**src/rtl/ex_operand_stage.sv**
```systemverilog
// ID/EX pipeline register with MEM/WB operand forwarding and load-use hold.
// Drives ALU operands and op code; holds under backpressure, drops on flush.
module ex_operand_stage #(
  parameter int unsigned XLEN   = 32,
  parameter int unsigned AW     = 5,
  parameter bit          FWD_EN = 1'b1
) (
  input  logic            clk,
  input  logic            rst_n,
  input  logic            flush,
  input  logic            id_valid,
  output logic            id_ready,
  input  logic [AW-1:0]   id_rs1_addr,
  input  logic [AW-1:0]   id_rs2_addr,
  input  logic [XLEN-1:0] id_rs1_data,
  input  logic [XLEN-1:0] id_rs2_data,
  input  logic [XLEN-1:0] id_pc,
  input  logic [XLEN-1:0] id_imm,
  input  logic            id_use_pc,
  input  logic            id_use_imm,
  input  logic [3:0]      id_alu_sel,
  input  logic [AW-1:0]   id_rd_addr,
  input  logic            id_reg_write,
  input  logic [AW-1:0]   mem_rd_addr,
  input  logic            mem_reg_write,
  input  logic            mem_is_load,
  input  logic [XLEN-1:0] mem_result,
  input  logic [AW-1:0]   wb_rd_addr,
  input  logic            wb_reg_write,
  input  logic [XLEN-1:0] wb_result,
  output logic            ex_valid,
  input  logic            ex_ready,
  output logic [XLEN-1:0] ex_a,
  output logic [XLEN-1:0] ex_b,
  output logic [3:0]      ex_alu_sel,
  output logic [AW-1:0]   ex_rd_addr,
  output logic            ex_reg_write,
  output logic            ex_illegal
);

  logic            occupied_q, occupied_d;
  logic [XLEN-1:0] a_q, a_d, b_q, b_d;
  logic [AW-1:0]   rs1_q, rs1_d, rs2_q, rs2_d, rd_q, rd_d;
  logic            use_pc_q, use_pc_d, use_imm_q, use_imm_d, rw_q, rw_d;
  logic [3:0]      sel_q, sel_d;

  logic            mem_hit_a, mem_hit_b, wb_hit_a, wb_hit_b;
  logic [XLEN-1:0] fwd_a, fwd_b;
  logic            load_hold, accept, depart;

  // x0 and pc/imm operands never match a producer.
  always_comb begin
    mem_hit_a = FWD_EN && !use_pc_q && (rs1_q != '0) && mem_reg_write && (mem_rd_addr == rs1_q);
    mem_hit_b = FWD_EN && !use_imm_q && (rs2_q != '0) && mem_reg_write && (mem_rd_addr == rs2_q);
    wb_hit_a  = FWD_EN && !use_pc_q && (rs1_q != '0) && wb_reg_write && (wb_rd_addr == rs1_q);
    wb_hit_b  = FWD_EN && !use_imm_q && (rs2_q != '0) && wb_reg_write && (wb_rd_addr == rs2_q);

    fwd_a = a_q;
    if (mem_hit_a) begin
      if (!mem_is_load) fwd_a = mem_result;
    end else if (wb_hit_a) begin
      fwd_a = wb_result;
    end

    fwd_b = b_q;
    if (mem_hit_b) begin
      if (!mem_is_load) fwd_b = mem_result;
    end else if (wb_hit_b) begin
      fwd_b = wb_result;
    end

    load_hold = occupied_q && mem_is_load && (mem_hit_a || mem_hit_b);
    ex_valid  = occupied_q && !load_hold;
    id_ready  = !occupied_q || (ex_valid && ex_ready);
    accept    = id_valid && id_ready;
    depart    = ex_valid && ex_ready;
  end

  always_comb begin
    occupied_d = occupied_q;
    a_d        = a_q;
    b_d        = b_q;
    rs1_d      = rs1_q;
    rs2_d      = rs2_q;
    use_pc_d   = use_pc_q;
    use_imm_d  = use_imm_q;
    sel_d      = sel_q;
    rd_d       = rd_q;
    rw_d       = rw_q;
    if (flush) begin
      occupied_d = 1'b0;
    end else if (accept) begin
      occupied_d = 1'b1;
      a_d        = id_use_pc ? id_pc : id_rs1_data;
      b_d        = id_use_imm ? id_imm : id_rs2_data;
      rs1_d      = id_rs1_addr;
      rs2_d      = id_rs2_addr;
      use_pc_d   = id_use_pc;
      use_imm_d  = id_use_imm;
      sel_d      = id_alu_sel;
      rd_d       = id_rd_addr;
      rw_d       = id_reg_write;
    end else if (depart) begin
      occupied_d = 1'b0;
    end else if (occupied_q && FWD_EN) begin
      // Capture forwarded values so a producer retiring mid-stall is not lost.
      a_d = fwd_a;
      b_d = fwd_b;
    end
  end

  always_ff @(posedge clk or negedge rst_n) begin
    if (!rst_n) begin
      occupied_q <= 1'b0;
      a_q        <= '0;
      b_q        <= '0;
      rs1_q      <= '0;
      rs2_q      <= '0;
      use_pc_q   <= 1'b0;
      use_imm_q  <= 1'b0;
      sel_q      <= '0;
      rd_q       <= '0;
      rw_q       <= 1'b0;
    end else begin
      occupied_q <= occupied_d;
      a_q        <= a_d;
      b_q        <= b_d;
      rs1_q      <= rs1_d;
      rs2_q      <= rs2_d;
      use_pc_q   <= use_pc_d;
      use_imm_q  <= use_imm_d;
      sel_q      <= sel_d;
      rd_q       <= rd_d;
      rw_q       <= rw_d;
    end
  end

  assign ex_a         = fwd_a;
  assign ex_b         = fwd_b;
  assign ex_alu_sel   = sel_q;
  assign ex_rd_addr   = rd_q;
  assign ex_reg_write = rw_q;
  assign ex_illegal   = (sel_q > 4'd9);

endmodule

```
**config.mk**
```make
export PLATFORM = sky130hd
export DESIGN_NAME = ex_operand_stage
export DESIGN_NICKNAME = d
export VERILOG_FILES = /design/src/rtl/ex_operand_stage.sv
export SDC_FILE = /design/constraint.sdc
export NUM_CORES = 1
export LEC_CHECK = 0
export ABC_AREA = 1
export CAP_MARGIN = 20
export CORE_MARGIN = 1
export CORE_UTILIZATION = 48
export DETAILED_ROUTE_END_ITERATION = 16
export MAX_ROUTING_LAYER = met4
export PLACE_DENSITY = 0.86
export SLEW_MARGIN = 10
export SYNTH_ARGS = -nofsm -noshare
export SYNTH_HDL_FRONTEND = slang
export SYNTH_SLANG_ARGS = --single-unit
```
**constraint.sdc**
```tcl
create_clock -name clk -period 4.2 [get_ports clk]
set_input_delay 0.84 -clock clk [delete_from_list [all_inputs] [get_ports clk]]
set_output_delay 0.84 -clock clk [all_outputs]
set_load 0.005 [all_outputs]
```
==> results of run 1 <==
worst max-delay path by stage:
stage | start | end | cells after the start
after floorplan | wb_rd_addr[4] | ex_b[10] | 6
after global placement | wb_rd_addr[0] | ex_a[2] | 11
after detailed placement | mem_rd_addr[2] | rs1_q[0] | 16
after CTS | wb_rd_addr[0] | ex_a[2] | 11
after global routing | wb_rd_addr[0] | ex_a[6] | 11
final | wb_rd_addr[0] | ex_a[2] | 11
synthesized netlist by cell type (all sizes together):
cell | number | share of area
dfrtp | 87 | 0.28
inv | 157 | 0.076
o21ai | 88 | 0.057
clkbuf | 37 | 0.018
and3 | 1 | 0.00081
a21boi | 1 | 0.00097
mux2 | 64 | 0.093
nand3 | 200 | 0.13
nor2 | 42 | 0.021
nor3 | 5 | 0.0065
xor2 | 4 | 0.0045
o22ai | 2 | 0.0016
buf | 52 | 0.041
nand2 | 455 | 0.22
a21oi | 67 | 0.043
nand4 | 2 | 0.0016
registers in the layout, summed over array words and instances (netlist names):
signal / flops
rs1_q: 5
b_q: 32
ex_alu_sel: 4
use_imm_q: 1
ex_reg_write: 1
ex_rd_addr: 5
rs2_q: 5
occupied_q: 1
a_q: 32
use_pc_q: 1
power groups by stage:
stage / sequential [W] / clock, W / combinational (W)
final: 0.00112 / 0.000915 / 0.00155
after global routing: 0.00114 / 0.000950 / 0.00171
after CTS: 0.00111 / 0.000920 / 0.00155
after detailed placement: 0.00113 / 0 / 0.00154
after global placement: 0.00112 / 0 / 0.00151
after floorplan: 0.00110 / 0 / 0.000795
per-layer routing:
metal	vias up	wire, µm	GRT usage
met5	-	0	-
met2	538	14100	0.602
li1	4518	-	-
met4	0	1000	0.172
met1	4285	11300	0.426
met3	93	2710	0.0723
cell families after synthesis:
logic type      count (synthesis)  synth area share
flops                          87             0.281
buf+inv                       246             0.135
simple gates                  705             0.384
xor+xnor                        4           0.00452
compound gates                158             0.103
mux                            64            0.0931
area by class of cell:
class / instances / area [µm²]
fillers: 1347 / 4640
multi-input cells: 931 / 4550
repair buffers: 330 / 3270
flip-flops and latches: 87 / 2180
inverters: 157 / 589
well taps: 216 / 270
clock buffers: 12 / 256
clock inverters: 4 / 76.3
layout by cell type (no fill, tap or decap):
master | synthesis | routed
and3_1 | 1 | 1
inv_1 | 150 | 150
o21ai_1 | 60 | 60
o22ai_1 | 2 | 2
a21boi_0 | 1 | 1
bufinv_16 | 0 | 2
nand2_2 | 3 | 4
a21oi_1 | 67 | 67
nor2_1 | 41 | 41
mux2_2 | 64 | 64
dfrtp_1 | 87 | 87
nor3_4 | 0 | 4
inv_2 | 7 | 7
clkdlybuf4s50_1 | 0 | 303
nand2_4 | 2 | 2
buf_2 | 32 | 3
buf_12 | 0 | 3
clkbuf_16 | 0 | 9
nand3_1 | 199 | 198
buf_4 | 2 | 21
nand3_2 | 1 | 2
xor2_1 | 4 | 4
nor2_4 | 1 | 1
nor3_2 | 5 | 1
nand4_1 | 2 | 2
nand2_1 | 450 | 449
clkinvlp_4 | 0 | 1
clkbuf_1 | 37 | 1
clkbuf_8 | 0 | 2
inv_6 | 0 | 1
o21ai_0 | 28 | 28
worst register-to-register path, delay by kind of cell (launching register included):
kind,cells,cell delay (ns)
simple gates,10,1.68
compound gates,1,0.21
flops,1,0.43
buf+inv,3,0.63
metrics by stage:
stage	power (W)	std cells
2_1_floorplan	0.00189	1264
3_3_place_gp	0.00263	1721
3_5_place_dp	0.00267	1721
4_1_cts	0.00358	1737
5_1_grt	0.00380	1737
6_report	0.00359	1737
==> flow_summary.ini, run 1 <==
[sta]
hold_viol_final = 0
max_clock_freq_mhz = 255
setup_viol = 0
slew_violations = 0
layout_min_cycle_time_ns = 3.92
whs_ns = 0.505
period_share = 0.933
rsz0062_at_grt = false
fin_skew_ns = 0.00987
tns_ns = 0
tightest_slew_ns = 0.950
setup_ws_ns = 0.282
relSlewSlack = 0.367

[cells_and_area]
postLayoutCoreUtil = 0.707
nNetsFinal = 1748
diodes = 0
drive_gt1_frac = 0.0835
finalInstanceArea_um2 = 11200
area_growth_pct = 44.5

[worst_setup_path]
cpPeakStageDelay_ns = 0.56
worst_r2r_startpoint = rs1_q[0]
crit_required_ns = 3.36
path_class = in -> out
cp_top_family = buffers and inverters
path_max_fanout = 32
crit_chain = clkdlybuf4s50_1 -> inv_1 -> nand2_1 -> nand3_1 -> nor3_4 -> nand2_2 -> buf_4 -> nand2_1 -> nand3_1 -> o21ai_1 -> clkdlybuf4s50_1
crit_slowest_cell = clkdlybuf4s50_1
rr_endpoint = rs1_q[0]
startpoint_type = primary input
r2r_slack_ns = 1.07
arrival_ns = 3.08
reg2reg_depth = 14
crit_buf_inv = 4
endpoint_kind = output port

[yosys]
syn-cell-area_um2 = 7740
synth_cell_types = 25
yosysSeqAreaShare = 0.281
synth.ff_latch_count = 87
netlist_instances = 1264
ys.warnings.count = 0
synth_nets = 1496
syn_area_per_cell_um2 = 6.13

[min_path]
hold_end = b_q[1]
worstHoldStart = b_q[1]
hold_class = reg -> reg
hold_depth = 2

[grt]
grt_usage = 0.364
gr-total-overflow = 0
grt_pass1_wl_mm = 45.3
grt_pass1_vias = 9027
antenna_found_initial = 0
grt_start_max_net_pins = 68

[clocking]
cts.sinks = 87
htreeDepth = 3
clk_latency_ns = 0.36
cts_tree = yes
clk_pin_slew_worst_paths_ns = 0.07
cts_resized = 0
cts-root-buf = clkbuf_16
cts_setup_buffers = 0
clock_path_buffers = 2
hold_buffers = 0
cts_buffers = 9

[placed_design]
port_buffers = 308
dpl_cell_area_um2 = 10900
dpl.hpwl_mm = 20.3
post-place-ws_ns = 0.311
gp_congestion = 0.926

[detailed_routing]
drtPass1Iterations = 6
ant_nets = 0
post_drt_via_cell_ratio = 5.43
drt_iter0_drc = 804
wl_mm = 29.1
detail_route.wl_per_cell_um = 16.8
drcViolationCount = 0
vias = 9434

[floorplan]
core_um2 = 15800
die_h_um = 129
initial_core_util = 0.489
ios = 309
num_rows = 46
fp.dieArea_um2 = 16600
chipWidth_um = 129

[pwr]
powerDensity_nw_per_um2 = 321
p_seq_frac = 0.311
p_int_w = 0.00234
netSwitchingFraction = 0.348
peakVddDrop_v = 0.000216
pwr-share-clk = 0.255
p_sw_w = 0.00125
combPwrFrac = 0.434
power_leakage_nw = 5.60

[flow_run]
cap_violations = 0

[outcome]
outcome = finished, final reports clean
(Power assumes the default switching activity.)
==> run 2: changes to the inputs <==
--- a/config.mk
+++ b/config.mk
@@ -11,7 +11,8 @@
 export CORE_UTILIZATION = 48
 export DETAILED_ROUTE_END_ITERATION = 16
 export MAX_ROUTING_LAYER = met4
-export PLACE_DENSITY = 0.86
+export PLACE_DENSITY = 0.87
+export SETUP_SLACK_MARGIN = 0.2
 export SLEW_MARGIN = 10
 export SYNTH_ARGS = -nofsm -noshare
 export SYNTH_HDL_FRONTEND = slang
==> run 2 against run 1 <==
Effect of this change: cell area grew 0.49%; via count grew 0.58%; clock skew grew 0.0011 ns; critical path depth shrank 2; sequential share of layout area shrank 0.095 points; maximum frequency grew 0.73%; wire length is essentially flat; total power shrank 1.5%; setup slack gained 0.028 ns; highest routed layer unchanged; hold slack lost 0.062 ns; register-to-register slack lost 0.11 ns; sequential cell count is the same.
==> flow_summary.ini, run 2 (synthesis gave the netlist of run 1 again) <==
[clocking]
clk_pin_slew_worst_paths_ns = 0.07
cts.sinks = 87
cts-root-buf = clkbuf_16
clk_latency_ns = 0.36
cts_tree = yes
htreeDepth = 3
cts_buffers = 9
clock_path_buffers = 2

[grt]
grt_usage = 0.363
grt_pass1_wl_mm = 45.7
grt_start_max_net_pins = 78
grt_pass1_vias = 9185
antenna_found_initial = 0
gr-total-overflow = 0

[cells_and_area]
postLayoutCoreUtil = 0.710
nNetsFinal = 1752
layout_common_cells = nand2_1, clkdlybuf4s50_1, nand3_1, inv_1, dfrtp_1
mostFrequentLayoutCell = nand2_1
register_area_um2 = 2180
multi_input_area_um2 = 4580
drive_gt1_frac = 0.0866
filler_cell_count = 1304
final_cells = 1741
largestRegisters = a_q (32), b_q (32)
area_growth_pct = 45.2
diodes = 0

[sta]
period_share = 0.926
setup_viol = 0
rsz0062_at_grt = false
fin_skew_ns = 0.0110
hold_viol_final = 0
slew_violations = 0
layout_min_cycle_time_ns = 3.89
max_clock_freq_mhz = 257
tightest_slew_ns = 0.919
relSlewSlack = 0.388
tns_ns = 0

[floorplan]
die_h_um = 129
chipWidth_um = 129
num_rows = 46
initial_core_util = 0.489
ios = 309
core_um2 = 15800
fp.dieArea_um2 = 16600

[flow_run]
cap_violations = 0

[detailed_routing]
drtPass1Iterations = 6
drcViolationCount = 0
post_drt_via_cell_ratio = 5.45
wl_mm = 29.1
ant_nets = 0
drt_iter0_drc = 953
vias = 9489
detail_route.wl_per_cell_um = 16.7

[worst_setup_path]
crit_required_ns = 3.36
arrival_ns = 3.05
cpPeakStageDelay_ns = 0.56
path_max_fanout = 32
crit_slowest_cell = clkdlybuf4s50_1
crit_chain = clkdlybuf4s50_1 -> inv_1 -> nand2_1 -> nand3_1 -> nor2_1 -> nand4_1 -> buf_4 -> o21ai_1 -> clkdlybuf4s50_1
path_class = in -> out
endpoint_kind = output port
r2r_slack_ns = 0.96
startpoint_type = primary input
critPathMostFrequentCell = clkdlybuf4s50_1

[placed_design]
gp_congestion = 0.897
dp_cells = 1723
port_buffers = 308
dpl.hpwl_mm = 20.2

[min_path]
hold_class = in -> async

[pwr]
power_leakage_nw = 5.64
powerDensity_nw_per_um2 = 314
peakVddDrop_v = 0.000192

[outcome]
outcome = finished, final reports clean
[run 2: cell count changes in the layout (fill, tap and decap cells not counted), moves of 2 or more]
| cell | previous run | this run |
|---|---|---|
| buf_4 | 21 | 19 |
| buf_6 | 0 | 3 |
| clkbuf_1 | 1 | 3 |
| clkdlybuf4s50_1 | 303 | 301 |
| dlymetal6s2s_1 | 0 | 2 |
| o21ai_0 | 28 | 26 |
| o21ai_1 | 60 | 58 |
| o21ai_2 | 0 | 4 |
[run 2: final timing paths]
path,start,to,depth (start not counted)
worst max-delay path,mem_rd_addr[3],ex_a[2],9
worst min-delay path,rst_n,a_q[30],1
worst max register to register,rs2_q[2],rs2_q[4],14
worst min register to register,a_q[2],a_q[2],2
max in group asynchronous,rst_n,a_q[16],2
min in group clk,a_q[2],a_q[2],2
[run 2: metal layers]
| metal | part of all wire | GRT usage | up-vias |
|---|---|---|---|
| li1 | - | - | 4520 |
| met5 | 0 | - | - |
| met4 | 0.038 | 0.189 | 0 |
| met1 | 0.39 | 0.423 | 4321 |
| met3 | 0.088 | 0.0508 | 85 |
| met2 | 0.48 | 0.611 | 563 |
[run 2: area by class of cell]
| class | count | area share |
|---|---|---|
| Clock buffer | 13 | 0.0223 |
| Clock inverter | 3 | 0.00378 |
| Inverter | 157 | 0.0524 |
| Multi-Input combinational cell | 932 | 0.407 |
| Sequential cell | 87 | 0.194 |
| Tap cell | 216 | 0.0240 |
| Timing Repair Buffer | 333 | 0.297 |
[run 2: through the flow]
stage | setup WS, ns | power, W | instance area [µm²] | hold slack [ns]
after global routing | 0.199 | 0.00374 | 11200 | 0.472
final | 0.311 | 0.00353 | 11200 | 0.443
after global placement | 0.185 | 0.00264 | 10900 | 0.482
after floorplan | 1.51 | 0.00189 | 7740 | 0.470
after detailed placement | 0.0875 | 0.00267 | 10900 | 0.487
after CTS | 0.215 | 0.00351 | 11200 | 0.501
[run 2: power breakdown]
group          total, W  switching (W)  internal (W)
registers       0.00112       0.000126      0.000992
clock network  0.000837       0.000359      0.000478
logic           0.00158       0.000778      0.000802
[run 2: timing repair]
action,CTS,global route
cloned,0,1
hold buffers,0,0
setup buffers,0,0
endpoints found under the hold margin,0,0
endpoints found under the setup margin,1,74
resized for setup,1,11
pin swaps,0,2
[run 2: critical path: cells and delay by family]
| kind | cells | cell delay [ns] |
|---|---|---|
| AOI/OAI and AO/OA | 1 | 0.31 |
| buffers and inverters | 4 | 1.49 |
| and+or+nand+nor | 4 | 0.39 |
==> run 3: changes to the inputs <==
--- a/config.mk
+++ b/config.mk
@@ -13,6 +13,7 @@
 export MAX_ROUTING_LAYER = met4
 export PLACE_DENSITY = 0.87
 export SETUP_SLACK_MARGIN = 0.2
+export SKIP_LAST_GASP = 1
 export SLEW_MARGIN = 10
 export SYNTH_ARGS = -nofsm -noshare
 export SYNTH_HDL_FRONTEND = slang
==> results of run 3 <==
The final DEF is identical to that of run 2; final timing and power are the same.
==> RTL change, RTL diff (config.mk and constraints of run 1) <==
`AW`: 5 -> 4.
--- a/src/rtl/ex_operand_stage.sv
+++ b/src/rtl/ex_operand_stage.sv
@@ -3,5 +3,5 @@
 module ex_operand_stage #(
   parameter int unsigned XLEN   = 32,
-  parameter int unsigned AW     = 5,
+  parameter int unsigned AW     = 4,
   parameter bit          FWD_EN = 1'b1
 ) (
Ports: changed (6 resized); port bits go from 309 to 303. The function was not compared with the original's and may differ.
==> RTL change against run 1 <==
Synthesized area fell by 2.8%. Sequential share of layout area decreased by 0.31 points. First-iteration DRC count increased by 4.9%. Cell count is 0.40% higher. Design area fell by 1.9%. Worst setup slack improved by 77 ps. Total power shrank 2.0%. Synthesized cell count rose by 0.47%. Routed wire length down 3.5%. Sequential cell count down 3.
==> RTL change: results (changes against run 1) <==
| Metric | Value |
|---|---|
| Status | `completed` |
| P_leak | `5.65 nW (+0.94%)` |
| Critical path origin | `wb_rd_addr[2]` |
| Wirelength per Cell | `16.1 µm (-3.9%)` |
| Seq/Total Area, Yosys | `27.9% (-0.20 points)` |
| Ranking of synthesized cells by area | `nand2_1, dfrtp_1, nand3_1, mux2_2, inv_1` |
| First-pass GRT wire length | `44900 µm (-0.76%)` |
| Slew headroom | `41.0% (+4.3 points)` |
| R2R Setup Slk | `1330 ps (+260 ps)` |
| Cell variety after synth | `20 (-20%)` |
| Synth-to-Final Area Change | `45.8%` |
| FMAX | `260 MHz (+2.0%)` |
| Post-synthesis mux area share | `9.57% (+0.26 points)` |
| Layout cells sized above 1 | `8.62% (+0.27 points)` |
| Placed inst area | `10700 µm² (-1.8%)` |
| Total track usage | `36.0% (-0.37 points)` |
| Xor and xnor area share after synthesis | `0% (-0.45 points)` |
| Reg2reg end | `ex_rd_addr[0]` |
| Largest net degree at the start of global routing | `97 (+43%)` |
| CP peak stage delay | `530 ps (-30 ps)` |
| GP Congestion | `0.948 (+2.4%)` |
| Fin nets | `1754 (+0.34%)` |
| Synth Area in Compound Gates | `6.11% (-4.2 points)` |
| R2R cell count | `15 (+1)` |
| Port Buffers | `302 (-1.9%)` |
-- RTL change: worst min path at each step --
stage                        from  endpoint  slack [ps]  cells past startpoint
after floorplan            a_q[0]    a_q[0]         450                      2
after global placement    a_q[19]   a_q[19]         460                      2
after detailed placement  b_q[21]   b_q[21]         460                      2
after CTS                  b_q[4]    b_q[4]         480                      2
after global routing       a_q[8]    a_q[8]         490                      2
final                      a_q[1]    a_q[1]         480                      2
-- RTL change: tightest hold or removal path, cell delays in order (launching register included) --
cell and delay, ps:
dfrtp_1 340, nand2_1 50, nand2_1 50
-- RTL change: kinds of logic (layout without fill, tap and decap cells) --
logic type / after synthesis / count (layout)
buf+inv: 208 / 470
simple gates: 823 / 823
compound gates: 91 / 91
flops: 84 / 84
other cells: 0 / 1
mux: 64 / 64
-- RTL change: final cells by class --
class                           instances  area [µm²]
Inverter                              122         458
Fill cell                            1310        4280
Multi-Input combinational cell        978        4570
Sequential cell                        84        2100
Clock inverter                          5        60.1
Timing Repair Buffer                  332        3270
Antenna cell                            1        2.50
Clock buffer                           11         253
Tap cell                              211         264
-- RTL change: report_power, final --
group	internal [mW]	leakage, nW	switching, mW	total, mW
Clock	0.495	0.152	0.348	0.843
Combinational	0.797	4.44	0.826	1.62
Sequential	0.962	1.07	0.0892	1.05
Total	2.25	5.65	1.26	3.52
-- RTL change: metal layers --
metal  GRT usage [%]  vias to the layer above  share of wire (%)
met5               -                        -                  0
met4            16.0                        0                4.0
met3            5.95                      112                8.7
met2            59.4                      548                 47
met1            43.4                     4259                 40
li1                -                     4500                  -
-- RTL change: through the flow --
stage | total power, mW | hold slack (ps)
2_1_floorplan | 1.86 | 449
3_3_place_gp | 2.63 | 462
3_5_place_dp | 2.66 | 465
4_1_cts | 3.51 | 481
5_1_grt | 3.74 | 495
6_report | 3.52 | 479
